**config.mk**
```make
export PLATFORM = sky130hd
export DESIGN_NAME = eth_hdr_lookup_ctrl
export DESIGN_NICKNAME = d
export VERILOG_FILES = /design/src/rtl/eth_hdr_lookup_ctrl.sv
export SDC_FILE = /design/constraint.sdc
export NUM_CORES = 1
export LEC_CHECK = 0
export CAP_MARGIN = 20
export CORE_AREA = 2 2 410 412
export CTS_CLUSTER_DIAMETER = 80
export CTS_CLUSTER_SIZE = 14
export DETAILED_ROUTE_END_ITERATION = 10
export DIE_AREA = 0 0 412 414
export PLACE_DENSITY_LB_ADDON = 0.1
export SYNTH_ARGS = -nofsm -noshare
export SYNTH_HDL_FRONTEND = slang
export SYNTH_SLANG_ARGS = --single-unit
export TNS_END_PERCENT = 10
```
**constraint.sdc**
```tcl
create_clock -name axi_aclk -period 2.58 [get_ports axi_aclk]
set_clock_uncertainty 0.2 [all_clocks]
set_input_delay 0.645 -clock axi_aclk [delete_from_list [all_inputs] [get_ports axi_aclk]]
set_output_delay 0.645 -clock axi_aclk [all_outputs]
set_load 0.02 [all_outputs]
```
**src/rtl/eth_hdr_lookup_ctrl.sv**
```systemverilog
// Ethernet header lookup controller: parks the first beat of each packet while the
// MAC CAM resolves its destination ports, rewrites tuser[31:24], then streams the rest.
module eth_hdr_lookup_ctrl #(
  parameter int C_AXIS_DATA_WIDTH  = 256,
  parameter int C_AXIS_TUSER_WIDTH = 128,
  parameter int NUM_OUTPUT_QUEUES  = 8
) (
  input  logic                            axi_aclk,
  input  logic                            axi_resetn,

  input  logic [C_AXIS_DATA_WIDTH-1:0]    s_axis_tdata,
  input  logic [C_AXIS_DATA_WIDTH/8-1:0]  s_axis_tkeep,
  input  logic [C_AXIS_TUSER_WIDTH-1:0]   s_axis_tuser,
  input  logic                            s_axis_tvalid,
  input  logic                            s_axis_tlast,
  output logic                            s_axis_tready,

  output logic [C_AXIS_DATA_WIDTH-1:0]    m_axis_tdata,
  output logic [C_AXIS_DATA_WIDTH/8-1:0]  m_axis_tkeep,
  output logic [C_AXIS_TUSER_WIDTH-1:0]   m_axis_tuser,
  output logic                            m_axis_tvalid,
  output logic                            m_axis_tlast,
  input  logic                            m_axis_tready,

  output logic [47:0]                     dst_mac,
  output logic [47:0]                     src_mac,
  output logic [NUM_OUTPUT_QUEUES-1:0]    src_port,
  output logic                            lookup_req,
  input  logic [NUM_OUTPUT_QUEUES-1:0]    dst_ports,
  input  logic                            lookup_done,
  input  logic                            lut_hit,
  input  logic                            lut_miss,

  output logic [31:0]                     pkt_cnt,
  output logic [31:0]                     hit_cnt,
  output logic [31:0]                     miss_cnt
);

  localparam int KEEP_W = C_AXIS_DATA_WIDTH / 8;

  localparam logic [2:0] ST_IDLE = 3'd0;
  localparam logic [2:0] ST_REQ  = 3'd1;
  localparam logic [2:0] ST_WAIT = 3'd2;
  localparam logic [2:0] ST_HEAD = 3'd3;
  localparam logic [2:0] ST_BODY = 3'd4;

  logic [2:0]                     state_reg;
  logic [2:0]                     state_next;

  logic [C_AXIS_DATA_WIDTH-1:0]   head_tdata_reg;
  logic [KEEP_W-1:0]              head_tkeep_reg;
  logic [C_AXIS_TUSER_WIDTH-1:0]  head_tuser_reg;
  logic                           head_tlast_reg;

  logic [47:0]                    dst_mac_reg;
  logic [47:0]                    src_mac_reg;
  logic [NUM_OUTPUT_QUEUES-1:0]   src_port_reg;

  logic [31:0]                    pkt_cnt_reg;
  logic [31:0]                    hit_cnt_reg;
  logic [31:0]                    miss_cnt_reg;

  logic [7:0]                     port_field;
  logic [NUM_OUTPUT_QUEUES-1:0]   src_port_field;

  logic                           in_fire;
  logic                           head_fire;
  logic                           wait_done;

  // The tuser port field is 8 bits wide; bitmaps narrower than that are zero-extended.
  genvar gi;
  generate
    for (gi = 0; gi < 8; gi++) begin : g_port_field
      if (gi < NUM_OUTPUT_QUEUES) begin : g_used
        assign port_field[gi] = dst_ports[gi];
      end else begin : g_pad
        assign port_field[gi] = 1'b0;
      end
    end
    for (gi = 0; gi < NUM_OUTPUT_QUEUES; gi++) begin : g_src_port
      if (gi < 8) begin : g_used
        assign src_port_field[gi] = s_axis_tuser[16+gi];
      end else begin : g_pad
        assign src_port_field[gi] = 1'b0;
      end
    end
  endgenerate

  assign in_fire   = (state_reg == ST_IDLE) && s_axis_tvalid && axi_resetn;
  assign head_fire = (state_reg == ST_HEAD) && m_axis_tready;
  assign wait_done = (state_reg == ST_WAIT) && lookup_done;

  always_comb begin
    state_next = state_reg;
    case (state_reg)
      ST_IDLE: if (in_fire) state_next = ST_REQ;
      ST_REQ:  state_next = ST_WAIT;
      ST_WAIT: if (lookup_done) state_next = ST_HEAD;
      ST_HEAD: if (m_axis_tready) state_next = head_tlast_reg ? ST_IDLE : ST_BODY;
      ST_BODY: if (s_axis_tvalid && m_axis_tready && s_axis_tlast) state_next = ST_IDLE;
      default: state_next = ST_IDLE;
    endcase
  end

  // Reset forces IDLE, so every output decoded from state goes quiet without a clock.
  always_comb begin
    s_axis_tready = 1'b0;
    m_axis_tdata  = head_tdata_reg;
    m_axis_tkeep  = head_tkeep_reg;
    m_axis_tuser  = head_tuser_reg;
    m_axis_tlast  = head_tlast_reg;
    m_axis_tvalid = 1'b0;
    lookup_req    = 1'b0;
    case (state_reg)
      ST_IDLE: s_axis_tready = axi_resetn;
      ST_REQ:  lookup_req    = 1'b1;
      ST_HEAD: m_axis_tvalid = 1'b1;
      ST_BODY: begin
        m_axis_tdata  = s_axis_tdata;
        m_axis_tkeep  = s_axis_tkeep;
        m_axis_tuser  = s_axis_tuser;
        m_axis_tlast  = s_axis_tlast;
        m_axis_tvalid = s_axis_tvalid;
        s_axis_tready = m_axis_tready;
      end
      default: ;
    endcase
  end

  always_ff @(posedge axi_aclk or negedge axi_resetn) begin
    if (!axi_resetn) begin
      state_reg      <= ST_IDLE;
      head_tdata_reg <= '0;
      head_tkeep_reg <= '0;
      head_tuser_reg <= '0;
      head_tlast_reg <= 1'b0;
      dst_mac_reg    <= '0;
      src_mac_reg    <= '0;
      src_port_reg   <= '0;
    end else begin
      state_reg <= state_next;
      if (in_fire) begin
        head_tdata_reg <= s_axis_tdata;
        head_tkeep_reg <= s_axis_tkeep;
        head_tuser_reg <= s_axis_tuser;
        head_tlast_reg <= s_axis_tlast;
        dst_mac_reg    <= s_axis_tdata[47:0];
        src_mac_reg    <= s_axis_tdata[95:48];
        src_port_reg   <= src_port_field;
      end
      if (wait_done) begin
        head_tuser_reg[31:24] <= port_field;
      end
    end
  end

  // Results are only counted when they complete the outstanding lookup.
  always_ff @(posedge axi_aclk or negedge axi_resetn) begin
    if (!axi_resetn) begin
      pkt_cnt_reg  <= '0;
      hit_cnt_reg  <= '0;
      miss_cnt_reg <= '0;
    end else begin
      if (head_fire) pkt_cnt_reg <= pkt_cnt_reg + 32'd1;
      if (wait_done && lut_hit) hit_cnt_reg <= hit_cnt_reg + 32'd1;
      if (wait_done && lut_miss) miss_cnt_reg <= miss_cnt_reg + 32'd1;
    end
  end

  assign dst_mac  = dst_mac_reg;
  assign src_mac  = src_mac_reg;
  assign src_port = src_port_reg;
  assign pkt_cnt  = pkt_cnt_reg;
  assign hit_cnt  = hit_cnt_reg;
  assign miss_cnt = miss_cnt_reg;

endmodule

```
## Word-level counts from Yosys, hierarchy flattened

Cells that the tools add are included.

- Register bits after elaboration: 620
- Input bits: 432
- Output and inout bits: 620
- Logic and storage cells: 49

- Add/subtract/negate cells: 3
- Equal/unequal tests: 8
- Multiplexer cells: 15
- Reduce and logical (&&, ||, !) cells: 11

Operators with widths:

| cell | count |
|---|---|
| 256-bit 2-to-1 mux | 1 |
| 128-bit 2-to-1 mux | 1 |
| 32-bit by 1-bit adder with 32-bit output (second input constant) | 3 |
| 32-bit 2-to-1 mux | 2 |
| 3-bit 2-to-1 mux | 5 |
| 3-bit one-hot mux with 5 select lines | 1 |
| 1-bit logical AND | 8 |
| 8-bit 2-to-1 mux | 1 |
| 2-bit != test (second input constant) | 4 |
| 3-bit by 2-bit == test with 1-bit output (second input constant) | 2 |
| 1-bit one-hot mux with 2 select lines | 2 |
| 4-bit AND reduction | 1 |
| 3-bit by 1-bit == test with 1-bit output (second input constant) | 1 |
| 3-bit == test (second input constant) | 1 |
| 3-bit zero test | 1 |
| 1-bit 2-to-1 mux | 2 |
| 2-bit nonzero test | 1 |

## Longest topological paths before layout

Gate-level depths: netlist of the first run.

- Word-level depth: 5
- Mapped depth: 8

## Worst setup path after synthesis of the first run

OpenSTA, ideal clock, no wires.

- Kind: reg-to-output
- Start point: register state_reg[0]
- End point: output m_axis_tdata[0]
- Arrival: 1,813 ps
- Setup slack: -78 ps
- Cell stages (with the launch flop): 8
- Path buffers: 4
- Cells stage by stage: dfrtp_1 -> buf_2 -> nor2_1 -> and2_1 -> clkbuf_1 -> clkbuf_1 -> buf_2 -> mux2_2

- Word-level cells in the longest chain between the ends: 2

Ends and longest elaborated chain:

| what | RTL line | text |
|---|---|---|
| start, declared | 47 | `logic [2:0] state_reg;` |
| start signal, assigned | 141 | `state_reg <= state_next;` |
| 3-bit == test | 114 | `case (state_reg)` |
| 256-bit 2-to-1 mux | 114 |  |
| end, declared | 18 | `output logic [C_AXIS_DATA_WIDTH-1:0] m_axis_tdata,` |

No other way between the ends.

## Worst setup path in the final report of the first run

- Start point: register state_reg[0]
- End point: output m_axis_tuser[111]

- Word-level cells in the longest chain between the ends: 2

Ends and longest elaborated chain:

| what | RTL line | text |
|---|---|---|
| 3-bit == test | 114 |  |
| 128-bit 2-to-1 mux | 114 |  |
| end, declared | 20 | `output logic [C_AXIS_TUSER_WIDTH-1:0] m_axis_tuser,` |

No other way between the ends.

==> results of run 1 <==
[cells by family after synthesis]
group	after synthesis	share of synthesized area (%)
muxes	837	36.6
DFF	516	50.2
buffers and inverters	213	5.11
and+or+nand+nor	204	4.53
xor gates and xnor gates	93	3.17
AOI/OAI and AO/OA	11	0.214
adders and majority gates	3	0.146
[cells in the mapped netlist (all sizes together)]
master and instances:
mux2 828, dfrtp 516, buf 193, xnor2 63, nand2 55, nand3 41, xor2 30, nor2 29
nand4 22, and3 13, nor3 12, clkbuf 10, inv 10, mux2i 9, nor4 9, o21ai 9
and4 5, and2 4, ha 3, a21oi 2, or2 2, or3 2, or4 2, and3b 1
and4b 1, and4bb 1, nand3b 1, nand4b 1, nand4bb 1, nor2b 1, nor3b 1
[layer usage]
metal	vias to the layer above	track usage, %	wire length [µm]
met5	-	0	127
met4	20	4.31	3200
met2	631	22.6	58400
li1	9180	-	-
met1	10000	14.5	45100
met3	136	4.08	8760
[worst reg2reg max path, stage by stage, from the launching register on]
cell and delay (ns):
dfrtp_1 0.39, buf_4 0.17, nand4bb_4 0.30, nor4_2 0.38, buf_4 0.19, nand4_1 0.17
nor3_1 0.24, xor2_1 0.16
[worst max path at each step]
stage,from,end,cells past startpoint
2_1_floorplan,state_reg[0],m_axis_tdata[117],7
3_3_place_gp,state_reg[0],m_axis_tkeep[30],6
3_5_place_dp,state_reg[0],m_axis_tkeep[30],6
4_1_cts,state_reg[1],m_axis_tuser[85],8
5_1_grt,state_reg[0],m_axis_tuser[39],8
6_report,state_reg[0],m_axis_tuser[111],7
[timing repair]
item / 4_1_cts / 5_1_grt
pin swaps: 1 / 2
gates resized for setup: 365 / 851
endpoints found under the hold margin: 28 / 0
setup endpoints to repair: 562 / 564
gates cloned: 7 / 11
hold buffers: 1 / 0
setup buffers: 25 / 25
[metrics by stage]
step / instance area (µm²) / setup slack, ns / power (mW)
final: 43100 / -0.820 / 48.2
after floorplan: 25700 / -0.0129 / 28.2
after CTS: 42700 / -1.25 / 49.7
after detailed placement: 40400 / -0.652 / 41.0
after global routing: 43100 / -0.950 / 50.9
after global placement: 40400 / -0.664 / 40.9
[layout make-up]
cell class	count	area [µm²]	area share [%]
tap	2204	2760	6.40
multi-input combinational	1148	11700	27.3
clock buffer	64	1450	3.37
inverter	10	37.5	0.0871
sequential	516	12900	30.0
antenna	15	37.5	0.0871
clock inverter	32	417	0.967
timing repair buffer	1436	13700	31.8
[where the power goes]
| group | switching [mW] | internal [mW] | total, mW |
|---|---|---|---|
| Clock | 3.86 | 4.77 | 8.63 |
| Combinational | 12.8 | 13.1 | 25.9 |
| Sequential | 2.17 | 11.5 | 13.7 |
| Total | 18.8 | 29.4 | 48.2 |
==> impl_metrics.yaml, run 1 <==
outcome:
  outcome: "complete, but fails checks"
  failed_checks: "setup timing"
pwr:
  power_leakage_nw: 19.4
  p_per_area_mw_per_mm2: 1120
  ir_worst_vdd_v: 0.000519
min_path:
  min_to: "pkt_cnt[31]"
  min_from: "pkt_cnt[31]"
  holdPathStages: 1
  hold_class: "flop to flop"
worst_setup_path:
  crit_buf_inv: 4
  worstPathRequired_ns: 1.74
  crit_path_end_kind: "primary output"
  start_kind: "flop"
  crit_chain: "nor2_2 > and2_4 > buf_16 > buf_12 > buf_16 > mux2_2 > clkdlybuf4s15_2"
  slowest_stage: "dfrtp_1"
  cp_common_cell: "buf_16"
  rrSetupSlack_ns: 0.31
  cp_top_family: "buffers and inverters"
  arrival_ns: 2.55
  cpPeakStageDelay_ns: 0.40
  worst-setup-path-type: "flop to primary output"
  crit_fanout: 26
  r2r-end: "hit_cnt[25]"
  r2r.worst_path.cells: 7
  r2r-start: "state_reg[2]"
sta:
  grt_setup_unrepaired: "yes"
  finalHoldViolCount: 0
  setup_viol: 479
  fmax_mhz: 294
  fin_ws_ns: -0.820
  period_minus_slack_ns: 3.40
  tightest_slew_ns: 0.866
  relSlewSlack_pct: 42.2
  whs_ns: 0.266
  period_share_pct: 132
  drv_slew: 0
  fin_setup_tns_ns: -298.77
routing:
  drt_wl_total_mm: 116
  ant_nets: 0
  drc_errors: 0
  drt_pre_antenna_iters: 4
  vias: 20000
  wl_per_cell_um: 21.3
  viasPerCell: 3.69
  initialDrtViolationCount: 566
final_layout:
  largest_reg_flops: 256
  drive_gt1_share_pct: 51.2
  syn_to_final_growth_pct: 67.5
  final_common_cell: "mux2_2"
  nets: 3602
  fin_util_pct: 25.9
  n_fill_cell: 17600
  layout.cells.non_filler: 5425
  final_cell_mix: "mux2_2 (763), clkdlybuf4s50_1 (627), dfrtp_1 (516)"
clock_network:
  clk_pin_slew_ns: 0.07
  cts_made_buffers: 55
  cts_tree: "done"
  clock_latency_ns: 0.65
  htreeDepth: 2
  root_buffer: "clkbuf_16"
  cts_num_sinks: 516
  clk_path_buf_depth: 3
floorplan:
  fp.dieH_um: 414
  die_w_um: 412
  rows: 150
  die_area_mm2: 0.171
  start_util_pct: 15.5
  ios: 1052
  coreArea_mm2: 0.166
grt:
  grt_pass1_vias: 21800
  grt_pass1_wl_mm: 160
  grt-ovfl-total: 0
  grt_max_degree: 128
  antenna_found_initial: 26
  track_usage_pct: 12.8
synth:
  yosysTopAreaCell: "dfrtp_1"
  netlist-cell-type-count: 41
  yosysTopAreaCellShare_pct: 50.2
  synth_area_leaders: "dfrtp_1 (50%), mux2_2 (36%), buf_4 (3.1%)"
  yosys_warnings: 0
  syn_area_per_cell_um2: 13.7
  ys_ff_latch: 516
  synth.net_count: 2312
  yosysSeqAreaShare_pct: 50.2
  syn-cell-area_mm2: 0.0257
  synthCells: 1877
flow_run:
  drv_cap: 0
place:
  gp_congestion: 0.797
  dp_cells: 5250
  hpwl_mm: 87.6
  port_buffers: 1051
Note: power is estimated with default switching activity, not from simulation.
==> run 2: changes to the inputs <==
- SLEW_MARGIN: unset -> 20
==> results of run 2 <==
Same layout as run 1: the final DEF is identical, and so are final timing and power.
